[config.mk]
export PLATFORM = sky130hd
export DESIGN_NAME = pipeline_hazard_controller
export DESIGN_NICKNAME = d
export VERILOG_FILES = /design/src/rtl/pipeline_hazard_controller.sv
export SDC_FILE = /design/constraint.sdc
export NUM_CORES = 1
export LEC_CHECK = 0
export ABC_AREA = 1
export CAP_MARGIN = 20
export CORE_ASPECT_RATIO = 0.9
export CORE_MARGIN = 1
export CORE_UTILIZATION = 46
export CTS_CLUSTER_DIAMETER = 60
export CTS_CLUSTER_SIZE = 40
export DETAILED_ROUTE_END_ITERATION = 12
export PLACE_DENSITY = 0.8
export SYNTH_ARGS = -nofsm -noshare
export SYNTH_HDL_FRONTEND = slang
export SYNTH_SLANG_ARGS = --single-unit
[constraint.sdc]
create_clock -name clk -period 2.35 [get_ports clk]
set_input_delay 0.47 -clock clk [delete_from_list [all_inputs] [get_ports clk]]
set_output_delay 0.47 -clock clk [all_outputs]
set_load 0.01 [all_outputs]
[src/rtl/pipeline_hazard_controller.sv]
// Hazard scheduler: operand forwarding selects plus
// stall / multiply-hold / branch-flush sequencing.
module pipeline_hazard_controller #(
  parameter int MUL_CYCLES   = 4,
  parameter int FLUSH_CYCLES = 1
) (
  input  logic        clk,
  input  logic        rst,
  input  logic [3:0]  id_rn,
  input  logic [3:0]  id_rm,
  input  logic        id_rn_used,
  input  logic        id_rm_used,
  input  logic [3:0]  ex_rd,
  input  logic        ex_wr_en,
  input  logic        ex_is_load,
  input  logic [3:0]  mem_rd,
  input  logic        mem_wr_en,
  input  logic [3:0]  wb_rd,
  input  logic        wb_wr_en,
  input  logic        branch_taken,
  input  logic        mul_start,
  output logic [1:0]  fwd_sel_a,
  output logic [1:0]  fwd_sel_b,
  output logic        pc_en,
  output logic        if_id_en,
  output logic        if_id_flush,
  output logic        id_ex_bubble,
  output logic        ex_hold,
  output logic [15:0] perf_stall_cnt
);

  localparam int CW = $clog2(MUL_CYCLES + FLUSH_CYCLES);

  typedef enum logic [1:0] {
    RUN,
    MUL_BUSY,
    FLUSH
  } state_t;

  state_t        state;
  state_t        state_d;
  logic [CW-1:0] cnt;
  logic [CW-1:0] cnt_d;

  logic a_ok, b_ok;
  logic a_ex, a_mem, a_wb;
  logic b_ex, b_mem, b_wb;
  logic load_use;

  // Per-stage match detection; PC reads never match anything
  always_comb begin
    a_ok  = id_rn_used && (id_rn != 4'd15);
    b_ok  = id_rm_used && (id_rm != 4'd15);
    a_ex  = a_ok && ex_wr_en  && (ex_rd  == id_rn);
    a_mem = a_ok && mem_wr_en && (mem_rd == id_rn);
    a_wb  = a_ok && wb_wr_en  && (wb_rd  == id_rn);
    b_ex  = b_ok && ex_wr_en  && (ex_rd  == id_rm);
    b_mem = b_ok && mem_wr_en && (mem_rd == id_rm);
    b_wb  = b_ok && wb_wr_en  && (wb_rd  == id_rm);
    load_use = ex_is_load && (a_ex || b_ex);
  end

  // Nearest stage wins; an EX load result is not yet available
  always_comb begin
    fwd_sel_a = 2'b00;
    fwd_sel_b = 2'b00;
    if (!rst) begin
      if (a_ex)       fwd_sel_a = ex_is_load ? 2'b00 : 2'b01;
      else if (a_mem) fwd_sel_a = 2'b10;
      else if (a_wb)  fwd_sel_a = 2'b11;
      if (b_ex)       fwd_sel_b = ex_is_load ? 2'b00 : 2'b01;
      else if (b_mem) fwd_sel_b = 2'b10;
      else if (b_wb)  fwd_sel_b = 2'b11;
    end
  end

  // Next state and front-end enables
  always_comb begin
    state_d      = state;
    cnt_d        = cnt;
    pc_en        = 1'b1;
    if_id_en     = 1'b1;
    if_id_flush  = 1'b0;
    id_ex_bubble = 1'b0;
    ex_hold      = 1'b0;
    case (state)
      RUN: begin
        if (branch_taken) begin
          if_id_flush  = 1'b1;
          id_ex_bubble = 1'b1;
          if (FLUSH_CYCLES > 1) begin
            state_d = FLUSH;
            cnt_d   = CW'(FLUSH_CYCLES - 2);
          end
        end else if (mul_start) begin
          pc_en    = 1'b0;
          if_id_en = 1'b0;
          ex_hold  = 1'b1;
          state_d  = MUL_BUSY;
          cnt_d    = CW'(MUL_CYCLES - 2);
        end else if (load_use) begin
          pc_en        = 1'b0;
          if_id_en     = 1'b0;
          id_ex_bubble = 1'b1;
        end
      end
      MUL_BUSY: begin
        if (cnt != '0) begin
          pc_en    = 1'b0;
          if_id_en = 1'b0;
          ex_hold  = 1'b1;
          cnt_d    = cnt - CW'(1);
        end else begin
          state_d = RUN;
        end
      end
      FLUSH: begin
        if_id_flush  = 1'b1;
        id_ex_bubble = 1'b1;
        if (cnt == '0) state_d = RUN;
        else           cnt_d   = cnt - CW'(1);
      end
      default: state_d = RUN;
    endcase
    if (rst) begin
      state_d      = RUN;
      cnt_d        = '0;
      pc_en        = 1'b1;
      if_id_en     = 1'b1;
      if_id_flush  = 1'b0;
      id_ex_bubble = 1'b0;
      ex_hold      = 1'b0;
    end
  end

  // State register
  always_ff @(posedge clk) begin
    if (rst) begin
      state <= RUN;
      cnt   <= '0;
    end else begin
      state <= state_d;
      cnt   <= cnt_d;
    end
  end

  // Saturating count of cycles with the PC frozen
  always_ff @(posedge clk) begin
    if (rst)
      perf_stall_cnt <= '0;
    else if (!pc_en && (perf_stall_cnt != 16'hFFFF))
      perf_stall_cnt <= perf_stall_cnt + 16'd1;
  end

endmodule

Word level (Yosys, flattened, before mapping)
Cells that the tools add are included.
- register bits: 21
- input port bits: 30
- output and inout bits: 25
- logic and storage cells: 84
- reduce and logical (&&, ||, !) cells: 24
- add/subtract/negate cells: 2
- mux-type cells: 38
- equality and inequality tests: 17
- operator list (cell ; count):
    $eq 4x4->1 ; 6
    $mux 2 ; 12
    $add 16x1->16 const B ; 1
    $logic_and 1x1->1 ; 16
    $mux 1 ; 16
    $ne 16x16->1 const B ; 1
    $mux 3 ; 4
    $ne 2x2->1 const B ; 6
    $pmux 3 s3 ; 1
    $ne 4x4->1 const B ; 2
    $pmux 1 s2 ; 4
    $pmux 2 s3 ; 1
    $reduce_bool 3->1 ; 2
    $reduce_and 5->1 ; 1
    $reduce_and 4->1 ; 1
    $logic_not 3->1 ; 1
    $sub 3x1->3 const B ; 1
    $eq 2x1->1 const B ; 1
    $eq 2x2->1 const B ; 1
    $logic_not 2->1 ; 1
    $logic_not 1->1 ; 1
    $logic_or 1x1->1 ; 1

Longest topological paths before layout
Gate-level depths: netlist (run 1).
- depth in word-level cells: 13
- mapped depth: 11
- mapped depth without buffers: 11

Worst setup path before layout (run 1)
OpenSTA, ideal clock, no wires.
- path kind: reg-to-output
- from: reg cnt[0]
- to: out pc_en
- arrival time: 1.499 ns
- stages on the path, launching flop included: 9
- buffers on the path: 2
- required time: 1.880 ns
- path slack: 0.381 ns
- cell sequence: dfxtp_1 > inv_1 > ha_1 > nand3_1 > nand2_1 > nor2_2 > buf_2 > nand2_1 > buf_4
- word-level cells in the longest chain between the ends: 4
- ends and longest elaborated chain (item ; RTL line ; text):
    start: declaration ; 42 ; logic [CW-1:0] cnt;
    start signal: assignment ; 143 ; cnt <= cnt_d;
    $reduce_bool 3->1 ; 108 ; if (cnt != '0) begin
    $mux 1 ; - ;
    $pmux 1 s2 ; - ;
    $mux 1 ; - ;
    end: declaration ; 24 ; output logic pc_en,
Every way passes these cells.

Worst setup path after layout (run 1)
- from: in id_rm_used
- to: out fwd_sel_b[0]
- word-level cells in the longest chain between the ends: 7
- elaborated cells between the ends (all ways): 11
- classes of those cells: 4 x mux; 7 x reduce/logical
- ends and longest elaborated chain (item ; RTL line ; text):
    start: declaration ; 12 ; input logic id_rm_used,
    $logic_and 1x1->1 (*) ; 53 ; b_ok = id_rm_used && (id_rm != 4'd15);
    $logic_and 1x1->1 (2 in a row) ; 59 ; b_wb = b_ok && wb_wr_en && (wb_rd == id_rm);
    $mux 2 ; 73 ; else if (b_wb) fwd_sel_b = 2'b11;
    $mux 2 ; 72 ; else if (b_mem) fwd_sel_b = 2'b10;
    $mux 2 (*) ; 71 ; if (b_ex) fwd_sel_b = ex_is_load ? 2'b00 : 2'b01;
    $mux 2 (*) ; 67 ; if (!rst) begin
    end: declaration ; 23 ; output logic [1:0] fwd_sel_b,
Every way passes the cells marked *; elsewhere a longest branch is shown, timed or not.

==> results.py, run 1 <==
metrics = {
    "detailed_routing": {
        "routedWlPerCell_um": 12.4,
        "final_antenna_net_count": 0,
        "wirelength_mm": 4.63,
        "avgViaCountPerCell": 5.26,
        "drt_pass1_iterations": 4,
        "drt_iter0_markers": 186,
        "drc": 0,
        "num_vias": 1957,
    },
    "clocking": {
        "cts_num_sinks": 20,
        "cts.clk_slew.worst_paths_ps": 70,
        "cts_tree": "done",
        "clk_latency_ps": 270,
        "cts_root_buf": "clkbuf_8",
        "htreeDepth": 1,
        "numCtsBuffers": 3,
        "cts_max_path_buffers": 2,
        "ctsHoldBuffers": 0,
    },
    "floorplanning": {
        "die_w_um": 65.5,
        "die_y_um": 59.2,
        "core.rowCount": 20,
        "ios": 55,
        "core_um2": 3430,
        "die_area_um2": 3880,
        "start_util": 0.488,
    },
    "timing": {
        "hold_violations": 0,
        "period_share": 0.969,
        "tightest_slew_ps": 256,
        "finClkSkew_ps": 10.0,
        "finalCriticalPeriod_ps": 2280,
        "drv_slew": 0,
        "setup_viol_count_final": 0,
        "hold-worst-slack_ps": 450,
        "fmax_mhz": 439,
        "relSlewSlack": 0.829,
    },
    "placed_design": {
        "routabilityCongestion": 0.919,
        "place_area_um2": 2340,
        "dpl.hpwl_mm": 3.42,
        "portBuffers": 54,
    },
    "finish": {
        "final_cell_area_um2": 2410,
        "area_growth_pct": 44.5,
        "antennaDiodeCount": 0,
        "drive_gt1_frac": 0.198,
        "layout.nets": 362,
    },
    "setup_path": {
        "critical-path-max-stage-delay_ps": 470,
        "crit_path_start_kind": "primary input",
        "crit_buf_inv": 3,
        "crit_fanout": 3,
        "crit_required_ps": 1880,
        "endpoint_kind": "output port",
        "cp_cell_sequence": "clkdlybuf4s50_1 -> o21ai_2 -> nor2_1 -> nand3_2 -> buf_6 -> nand2_1 -> a21oi_2 -> buf_2",
        "cp_top_family": "buffers and inverters",
        "arrival_ps": 1810,
        "worstSetupPathType": "primary input to output port",
        "critPathSlowestCell": "clkdlybuf4s50_1",
    },
    "global_route": {
        "top_usage_layer": "met2",
        "use_met2": 0.399,
        "grt_max_degree": 18,
        "grt_pass1_vias": 1675,
        "grt_overflow": 0,
        "antenna_found_initial": 0,
        "grt_pass1_wl_mm": 7.53,
        "gr-usage-all-layers": 0.250,
        "grtUsageMet3": 0.0500,
        "use_met1": 0.352,
    },
    "power": {
        "power_density_nw_per_um2": 394,
        "power.internal_uw": 685,
        "sw_frac_of_total": 0.280,
        "power.leakage_nw": 1.07,
        "p_switching_uw": 266,
        "vdd_drop_max_v": 0.000293,
        "power_frac_clock": 0.373,
        "p_comb_frac": 0.257,
        "p_seq_frac": 0.370,
        "total_power_uw": 951,
    },
    "logic_synthesis": {
        "ys_async_sr_fraction": 0,
        "ys_top_cells_by_count": "70 x nand2_1, 26 x inv_1, 25 x a21oi_1, 25 x nor2_1, 20 x dfxtp_1",
        "synth_cells": 259,
        "yosysSeqAreaShare": 0.240,
        "synth.distinct_cells": 30,
        "ys_ff_latch": 20,
        "syn-cell-area_um2": 1670,
        "synth.most_common_cell": "nand2_1",
        "ys.flop_type": "dfxtp_1",
        "syn-num-nets": 292,
        "synth_edf_count": 0,
        "synthTopCellsByArea": "dfxtp_1 24%, nand2_1 16%, a21oi_1 7.5%",
        "yosysTopAreaCellShare": 0.240,
        "avgSynthCellArea_um2": 6.45,
        "synth_warnings": 0,
        "synth_area_leader_cell": "dfxtp_1",
    },
    "run": {
        "drv_cap": 0,
    },
    "outcome": {
        "outcome": "finished, final reports clean",
    },
    "worst_hold_path": {
        "min_path_type": "register to register",
    },
}
[layout by cell type (no fill, tap or decap), drive strengths merged, types with 2 or more instances in the layout]
master         Yosys  layout
nand2             71      71
nor2              30      30
clkdlybuf4s50      0      29
inv               29      29
a21oi             26      26
buf                4      23
dfxtp             20      20
nand4             17      17
nand3             16      16
xor2              12      12
o21ai              9       9
clkbuf             3       9
dlygate4sd2        0       8
xnor2              7       7
dlymetal6s2s       0       5
o22ai              4       4
ha                 3       3
nor3               3       3
a221oi             2       2
[sequential cells by signal (all words and copies together), names as in the netlist]
| name | flops |
|---|---|
| cnt | 3 |
| perf_stall_cnt | 16 |
| state | 1 |
[worst paths after layout]
path,start,to,slack (ps),cells past startpoint
worst max register to register,perf_stall_cnt[0],perf_stall_cnt[9],480,9
worst min-delay path,cnt[0],cnt[0],450,1
worst max-delay path,id_rm_used,fwd_sel_b[0],70,8
worst min register to register,cnt[0],cnt[0],450,1
[cells by family after synthesis]
family,synth area share
adders and majority gates,0.0225
DFF,0.240
buffers and inverters,0.0913
and+or+nand+nor,0.397
xor gates and xnor gates,0.0996
AOI/OAI and AO/OA,0.150
[power by group through the flow]
stage               combinational [mW]  clock [mW]  sequential [mW]
floorplan                        0.122           0            0.360
global placement                 0.243           0            0.360
detailed placement               0.245           0            0.360
CTS                              0.239       0.355            0.352
global route                     0.270       0.368            0.353
finish                           0.244       0.355            0.352
[what timing repair did]
item	CTS	global route
buffers inserted	2	1
resized for setup	41	26
pin swaps	8	9
endpoints found under the setup margin	7	8
[metal layers]
layer | up-vias | wire length (um)
li1 | 996 | -
met4 | 0 | 28
met1 | 888 | 2230
met3 | 4 | 261
met2 | 69 | 2110
met5 | - | 0
[final cells by class]
| type | instances | area (um2) |
|---|---|---|
| repair buffers | 72 | 627 |
| well taps | 44 | 55.1 |
| multi-input cells | 203 | 1150 |
| fillers | 301 | 1010 |
| inverters | 29 | 109 |
| flip-flops and latches | 20 | 400 |
| clock inverters | 1 | 30.0 |
| clock buffers | 3 | 41.3 |
[stage by stage]
stage / setup WS [ps] / utilization / std cells / TNS [ps]
CTS: 0.772 / 0.700 / 371 / 0
detailed placement: -597 / 0.681 / 365 / -4310
finish: 71.7 / 0.704 / 372 / 0
floorplan: 381 / - / 259 / 0
global route: -32.8 / 0.704 / 372 / -32.8
global placement: -606 / 0.681 / 365 / -3820
Note: power is estimated with default switching activity, not from simulation.
==> run 2: changes to the inputs <==
--- a/config.mk
+++ b/config.mk
@@ -7,13 +7,17 @@
 export LEC_CHECK = 0
 export ABC_AREA = 1
 export CAP_MARGIN = 20
+export CELL_PAD_IN_SITES_DETAIL_PLACEMENT = 1
+export CELL_PAD_IN_SITES_GLOBAL_PLACEMENT = 2
 export CORE_ASPECT_RATIO = 0.9
 export CORE_MARGIN = 1
-export CORE_UTILIZATION = 46
+export CORE_UTILIZATION = 24
 export CTS_CLUSTER_DIAMETER = 60
 export CTS_CLUSTER_SIZE = 40
 export DETAILED_ROUTE_END_ITERATION = 12
-export PLACE_DENSITY = 0.8
+export HOLD_SLACK_MARGIN = 0.05
+export PLACE_DENSITY_LB_ADDON = 0.1
 export SYNTH_ARGS = -nofsm -noshare
 export SYNTH_HDL_FRONTEND = slang
 export SYNTH_SLANG_ARGS = --single-unit
+export TNS_END_PERCENT = 10
==> run 2 against run 1 <==
  * Count of clock-buffer cells in the layout up 1
  * Combinational power grew 7%
  * Cell area increased by 4.9%
  * Fmax down 0.84%
  * Clock power is 24% lower
  * Clock skew is 5.6 ps lower
  * Total power down 6.9%
  * Critical path depth grew 1
  * Routed wire length rose by 25%
  * Register-to-register slack about the same
  * Non-clock buffer count rose by 7
  * Critical path type unchanged
  * Largest power group is now sequential cells
==> results.py, run 2 (same netlist as run 1, synthesis figures left out) <==
metrics = {
    "setup_path": {
        "crit_required_ps": 1880,
        "crit_path_start_kind": "primary input",
        "endpoint_kind": "output port",
        "worstReg2RegEnd": "perf_stall_cnt[2]",
        "worstSetupPathType": "primary input to output port",
        "reg2reg_slack_ps": 490,
        "critPathSlowestCell": "clkdlybuf4s50_1",
        "path_common_cell": "nand2_1",
        "crit_fanout": 3,
        "cp_cell_sequence": "clkdlybuf4s50_1 -> inv_2 -> nand2_1 -> o21ai_0 -> nor2_1 -> nand3_2 -> nand2_1 -> a31o_2 -> buf_6",
        "arrival_ps": 1830,
        "r2r_cells": 9,
        "critical-path-max-stage-delay_ps": 500,
        "rr_startpoint": "perf_stall_cnt[0]",
    },
    "power": {
        "vdd_drop_max_v": 0.000226,
        "p_switching_uw": 269,
        "power.leakage_nw": 1.10,
        "total_power_uw": 885,
        "p_comb_frac": 0.295,
        "p_seq_frac": 0.398,
        "power_frac_clock": 0.307,
        "power.internal_uw": 616,
        "sw_frac_of_total": 0.304,
        "power_density_nw_per_um2": 350,
    },
    "global_route": {
        "grt_overflow": 0,
        "gr-usage-all-layers": 0.167,
        "grt_pass1_wl_mm": 9.70,
        "antenna_found_initial": 0,
        "grt_max_degree": 18,
        "grt_pass1_vias": 1975,
    },
    "clocking": {
        "numCtsBuffers": 3,
        "cts_num_sinks": 20,
        "htreeDepth": 1,
        "cts_root_buf": "clkbuf_8",
        "cts.clk_slew.worst_paths_ps": 80,
        "cts_max_path_buffers": 2,
        "cts_tree": "done",
        "ctsHoldBuffers": 0,
        "clk_latency_ps": 260,
    },
    "detailed_routing": {
        "final_antenna_net_count": 0,
        "drt_iter0_markers": 46,
        "num_vias": 1962,
        "routedWlPerCell_um": 13.7,
        "drc": 0,
        "wirelength_mm": 5.80,
        "avgViaCountPerCell": 4.62,
        "drt_pass1_iterations": 4,
    },
    "floorplanning": {
        "die_y_um": 81.2,
        "core_um2": 6660,
        "die_area_um2": 7300,
        "start_util": 0.251,
        "die_w_um": 90.0,
        "core.rowCount": 28,
        "ios": 55,
    },
    "finish": {
        "largest_register_ffs": 16,
        "antennaDiodeCount": 0,
        "layout_commonest_cell": "nand2_1",
        "utilization": 0.380,
        "drive_gt1_frac": 0.215,
        "area_growth_pct": 51.5,
        "fin_cells": 425,
        "layout.nets": 369,
        "n_fill_cell": 878,
        "largest_register": "perf_stall_cnt",
        "final_cell_mix": "69 x nand2_1, 30 x clkdlybuf4s50_1, 25 x buf_4",
        "reg.largest.list": "perf_stall_cnt: 16 flops, cnt: 3 flops, state: 1 flops",
    },
    "timing": {
        "layout_setup_ws_ps": 52.5,
        "hold_violations": 0,
        "rsz0062_at_grt": "true",
        "tightest_slew_ps": 317,
        "finalCriticalPeriod_ps": 2300,
        "fmax_mhz": 435,
        "finClkSkew_ps": 4.45,
        "setup_viol_count_final": 0,
        "relSlewSlack": 0.789,
        "period_share": 0.978,
        "drv_slew": 0,
    },
    "placed_design": {
        "portBuffers": 54,
        "dp_cells": 416,
        "dpl.hpwl_mm": 4.69,
        "routabilityCongestion": 0.752,
        "pre_cts_ws_ps": -617,
    },
    "worst_hold_path": {
        "holdPathStages": 1,
        "hold_path_end": "cnt[0]",
        "hold_start": "cnt[0]",
        "min_path_type": "register to register",
    },
    "run": {
        "drv_cap": 0,
    },
    "outcome": {
        "outcome": "finished, final reports clean",
    },
}
[run 2: how the worst max path moves through the flow]
stage,from,end,cells past startpoint
after floorplan,cnt[0],pc_en,8
after global placement,id_rn[0],id_ex_bubble,9
after detailed placement,id_rn[0],id_ex_bubble,9
after CTS,ex_rd[3],if_id_en,9
after global routing,ex_rd[1],id_ex_bubble,9
final,ex_rd[1],id_ex_bubble,9
[run 2: power groups by stage]
stage | combinational (mW) | sequential [mW] | clock [mW]
2_1_floorplan | 0.122 | 0.360 | 0
3_3_place_gp | 0.261 | 0.360 | 0
3_5_place_dp | 0.263 | 0.361 | 0
4_1_cts | 0.260 | 0.353 | 0.288
5_1_grt | 0.292 | 0.354 | 0.302
6_report | 0.261 | 0.353 | 0.271
[run 2: worst max-delay path, delay by kind of cell]
kind                   cells  cell delay [ps]
and+or+nand+nor            4              450
buffers and inverters      3              650
AOI/OAI and AO/OA          2              250
[run 2: area by class of cell]
| class | count | area [um2] | area share |
|---|---|---|---|
| tap | 90 | 113 | 0.0445 |
| timing repair buffer | 79 | 697 | 0.275 |
| multi-input combinational | 203 | 1160 | 0.458 |
| sequential | 20 | 400 | 0.158 |
| inverter | 29 | 109 | 0.0430 |
| clock buffer | 4 | 55.1 | 0.0217 |
[run 2: metal layers]
metal,GRT usage,wire length (um),vias to the layer above
li1,-,-,1011
met1,0.234,3150,915
met2,0.278,2480,34
met3,0.0262,149,2
met4,0.0194,19,0
met5,0,0,-
[run 2: timing repair]
| item | CTS | global route |
|---|---|---|
| setup endpoints to repair | 9 | 8 |
| cloned | 0 | 0 |
| buffers inserted | 3 | 2 |
| resized for setup | 40 | 21 |
| pin swaps | 6 | 12 |
[run 2: metrics by stage]
stage                     cell area (um2)  hold WS, ps  TNS (ps)
after floorplan                      1670          422         0
after global placement               2430          437     -7530
after detailed placement             2430          445     -7280
after CTS                            2500          456      -224
after global routing                 2530          475     -50.4
final                                2530          453         0
==> run 3: changes to the inputs <==
--- a/config.mk
+++ b/config.mk
@@ -17,6 +17,7 @@
 export DETAILED_ROUTE_END_ITERATION = 12
 export HOLD_SLACK_MARGIN = 0.05
 export PLACE_DENSITY_LB_ADDON = 0.1
+export RECOVER_POWER = 100
 export SYNTH_ARGS = -nofsm -noshare
 export SYNTH_HDL_FRONTEND = slang
 export SYNTH_SLANG_ARGS = --single-unit
==> run 3 against run 2 <==
  * Sequential cell count stayed put
  * Critical path type unchanged
  * Highest routed layer unchanged
  * First-iteration DRC count increased by 8.7%
  * Non-clock buffer count did not move
  * Critical path depth unchanged
  * Largest cell class unchanged
  * Clock power hardly changed
  * Register-to-register slack barely moved
  * Core utilization is 0.056 points lower
  * Hold slack got worse by 0.81 ps
  * Sequential share of layout area about the same
==> results.py, run 3 (same netlist as run 1, synthesis figures left out) <==
metrics = {
    "setup_path": {
        "cp_cell_sequence": "clkdlybuf4s50_1 -> inv_2 -> nand2_1 -> o21ai_0 -> nor2_1 -> nand3_2 -> nand2_1 -> a31o_2 -> buf_6",
        "critical-path-max-stage-delay_ps": 500,
        "crit_fanout": 3,
        "crit_required_ps": 1880,
        "critPathSlowestCell": "clkdlybuf4s50_1",
        "worstSetupPathType": "primary input to output port",
        "crit_path_start_kind": "primary input",
        "endpoint_kind": "output port",
        "path_common_cell": "nand2_1",
        "arrival_ps": 1830,
    },
    "clocking": {
        "cts_root_buf": "clkbuf_8",
        "cts_num_sinks": 20,
        "ctsHoldBuffers": 0,
        "clk_latency_ps": 260,
        "numCtsBuffers": 3,
        "cts.clk_slew.worst_paths_ps": 80,
        "cts_tree": "done",
        "cts_max_path_buffers": 2,
        "htreeDepth": 1,
    },
    "worst_hold_path": {
        "min_path_type": "register to register",
    },
    "power": {
        "power_density_nw_per_um2": 349,
        "vdd_drop_max_v": 0.000224,
        "power.leakage_nw": 1.15,
        "total_power_uw": 882,
    },
    "detailed_routing": {
        "wirelength_mm": 5.78,
        "routedWlPerCell_um": 13.6,
        "final_antenna_net_count": 0,
        "drc": 0,
        "avgViaCountPerCell": 4.60,
        "num_vias": 1955,
        "drt_pass1_iterations": 4,
        "drt_iter0_markers": 50,
    },
    "timing": {
        "layout_setup_ws_ps": 53.2,
        "hold_violations": 0,
        "tightest_slew_ps": 309,
        "fmax_mhz": 435,
        "relSlewSlack": 0.794,
        "setup_viol_count_final": 0,
        "rsz0062_at_grt": "true",
        "period_share": 0.977,
        "finalCriticalPeriod_ps": 2300,
        "finClkSkew_ps": 5.48,
        "drv_slew": 0,
    },
    "placed_design": {
        "dpl.hpwl_mm": 4.69,
        "pre_cts_ws_ps": -617,
        "routabilityCongestion": 0.752,
        "portBuffers": 54,
        "place_area_um2": 2430,
    },
    "finish": {
        "layout.nets": 369,
        "largest_register_ffs": 16,
        "area_growth_pct": 51.3,
        "drive_gt1_frac": 0.212,
        "final_cell_area_um2": 2530,
        "largest_register": "perf_stall_cnt",
        "layout_commonest_cell": "nand2_1",
        "final_cell_mix": "69 x nand2_1, 24 x buf_4, 23 x nor2_1",
        "reg.largest.list": "perf_stall_cnt: 16 flops, cnt: 3 flops, state: 1 flops",
        "antennaDiodeCount": 0,
    },
    "floorplanning": {
        "start_util": 0.251,
        "core.rowCount": 28,
        "ios": 55,
        "die_y_um": 81.2,
        "core_um2": 6660,
        "die_area_um2": 7300,
        "die_w_um": 90.0,
    },
    "global_route": {
        "use_met2": 0.278,
        "grtUsageMet3": 0.0262,
        "top_usage_layer": "met2",
        "grt_pass1_wl_mm": 9.70,
        "grt_overflow": 0,
        "gr-usage-all-layers": 0.167,
        "grt_max_degree": 18,
        "antenna_found_initial": 0,
        "use_met1": 0.234,
        "grt_pass1_vias": 1975,
    },
    "outcome": {
        "outcome": "finished, final reports clean",
    },
    "run": {
        "drv_cap": 0,
    },
}
## run 3: changes by cell type in the layout (fill, tap and decap cells not counted)
cell	before	now
clkbuf_1	0	1
buf_4	25	24
clkdlybuf4s50_1	30	13
dlygate4sd3_1	0	17
## run 3: worst paths after layout
path                            depth (start not counted)  slack [ps]                 to               from
worst min register to register                          1         450             cnt[0]             cnt[0]
worst max-delay path                                    9          50       id_ex_bubble           ex_rd[1]
worst min-delay path                                    1         450             cnt[0]             cnt[0]
worst max register to register                          9         500  perf_stall_cnt[2]  perf_stall_cnt[0]
## run 3: power by group
part           total, mW  internal [mW]  switching (mW)
registers          0.353          0.347         0.00554
logic              0.258          0.117           0.141
clock network      0.271          0.149           0.122
total              0.882          0.614           0.268
## run 3: what timing repair did
item                       in CTS  in global routing
pin swaps                       6                 12
cloned                          0                  0
setup buffers                   3                  2
gates resized for setup        40                 21
setup endpoints to repair       9                  8
## run 3: layout make-up
cell class | count | area [um2]
Clock buffer | 4 | 55.1
Fill cell | 879 | 4130
Inverter | 29 | 109
Multi-Input combinational cell | 203 | 1160
Sequential cell | 20 | 400
Tap cell | 90 | 113
Timing Repair Buffer | 79 | 693
## run 3: critical path: cells and delay by family
kind | cells | cell delay, ps
buffers and inverters | 3 | 650
AND/OR/NAND/NOR | 4 | 450
AO/OA/AOI/OAI | 2 | 250
## run 3: metal layers
| layer | vias to the layer above | wire length, um |
|---|---|---|
| met3 | 2 | 140 |
| met1 | 910 | 3120 |
| li1 | 1011 | - |
| met4 | 0 | 19 |
| met5 | - | 0 |
| met2 | 32 | 2500 |
## run 3: stage by stage
| step | instances | setup TNS (ps) | util | hold WS, ps |
|---|---|---|---|---|
| after CTS | 423 | -224 | 0.376 | 456 |
| final | 425 | 0 | 0.380 | 452 |
| after global routing | 425 | -50.4 | 0.380 | 475 |
| after global placement | 416 | -7530 | 0.365 | 437 |
| after detailed placement | 416 | -7280 | 0.365 | 445 |
| after floorplan | 259 | 0 | - | 422 |
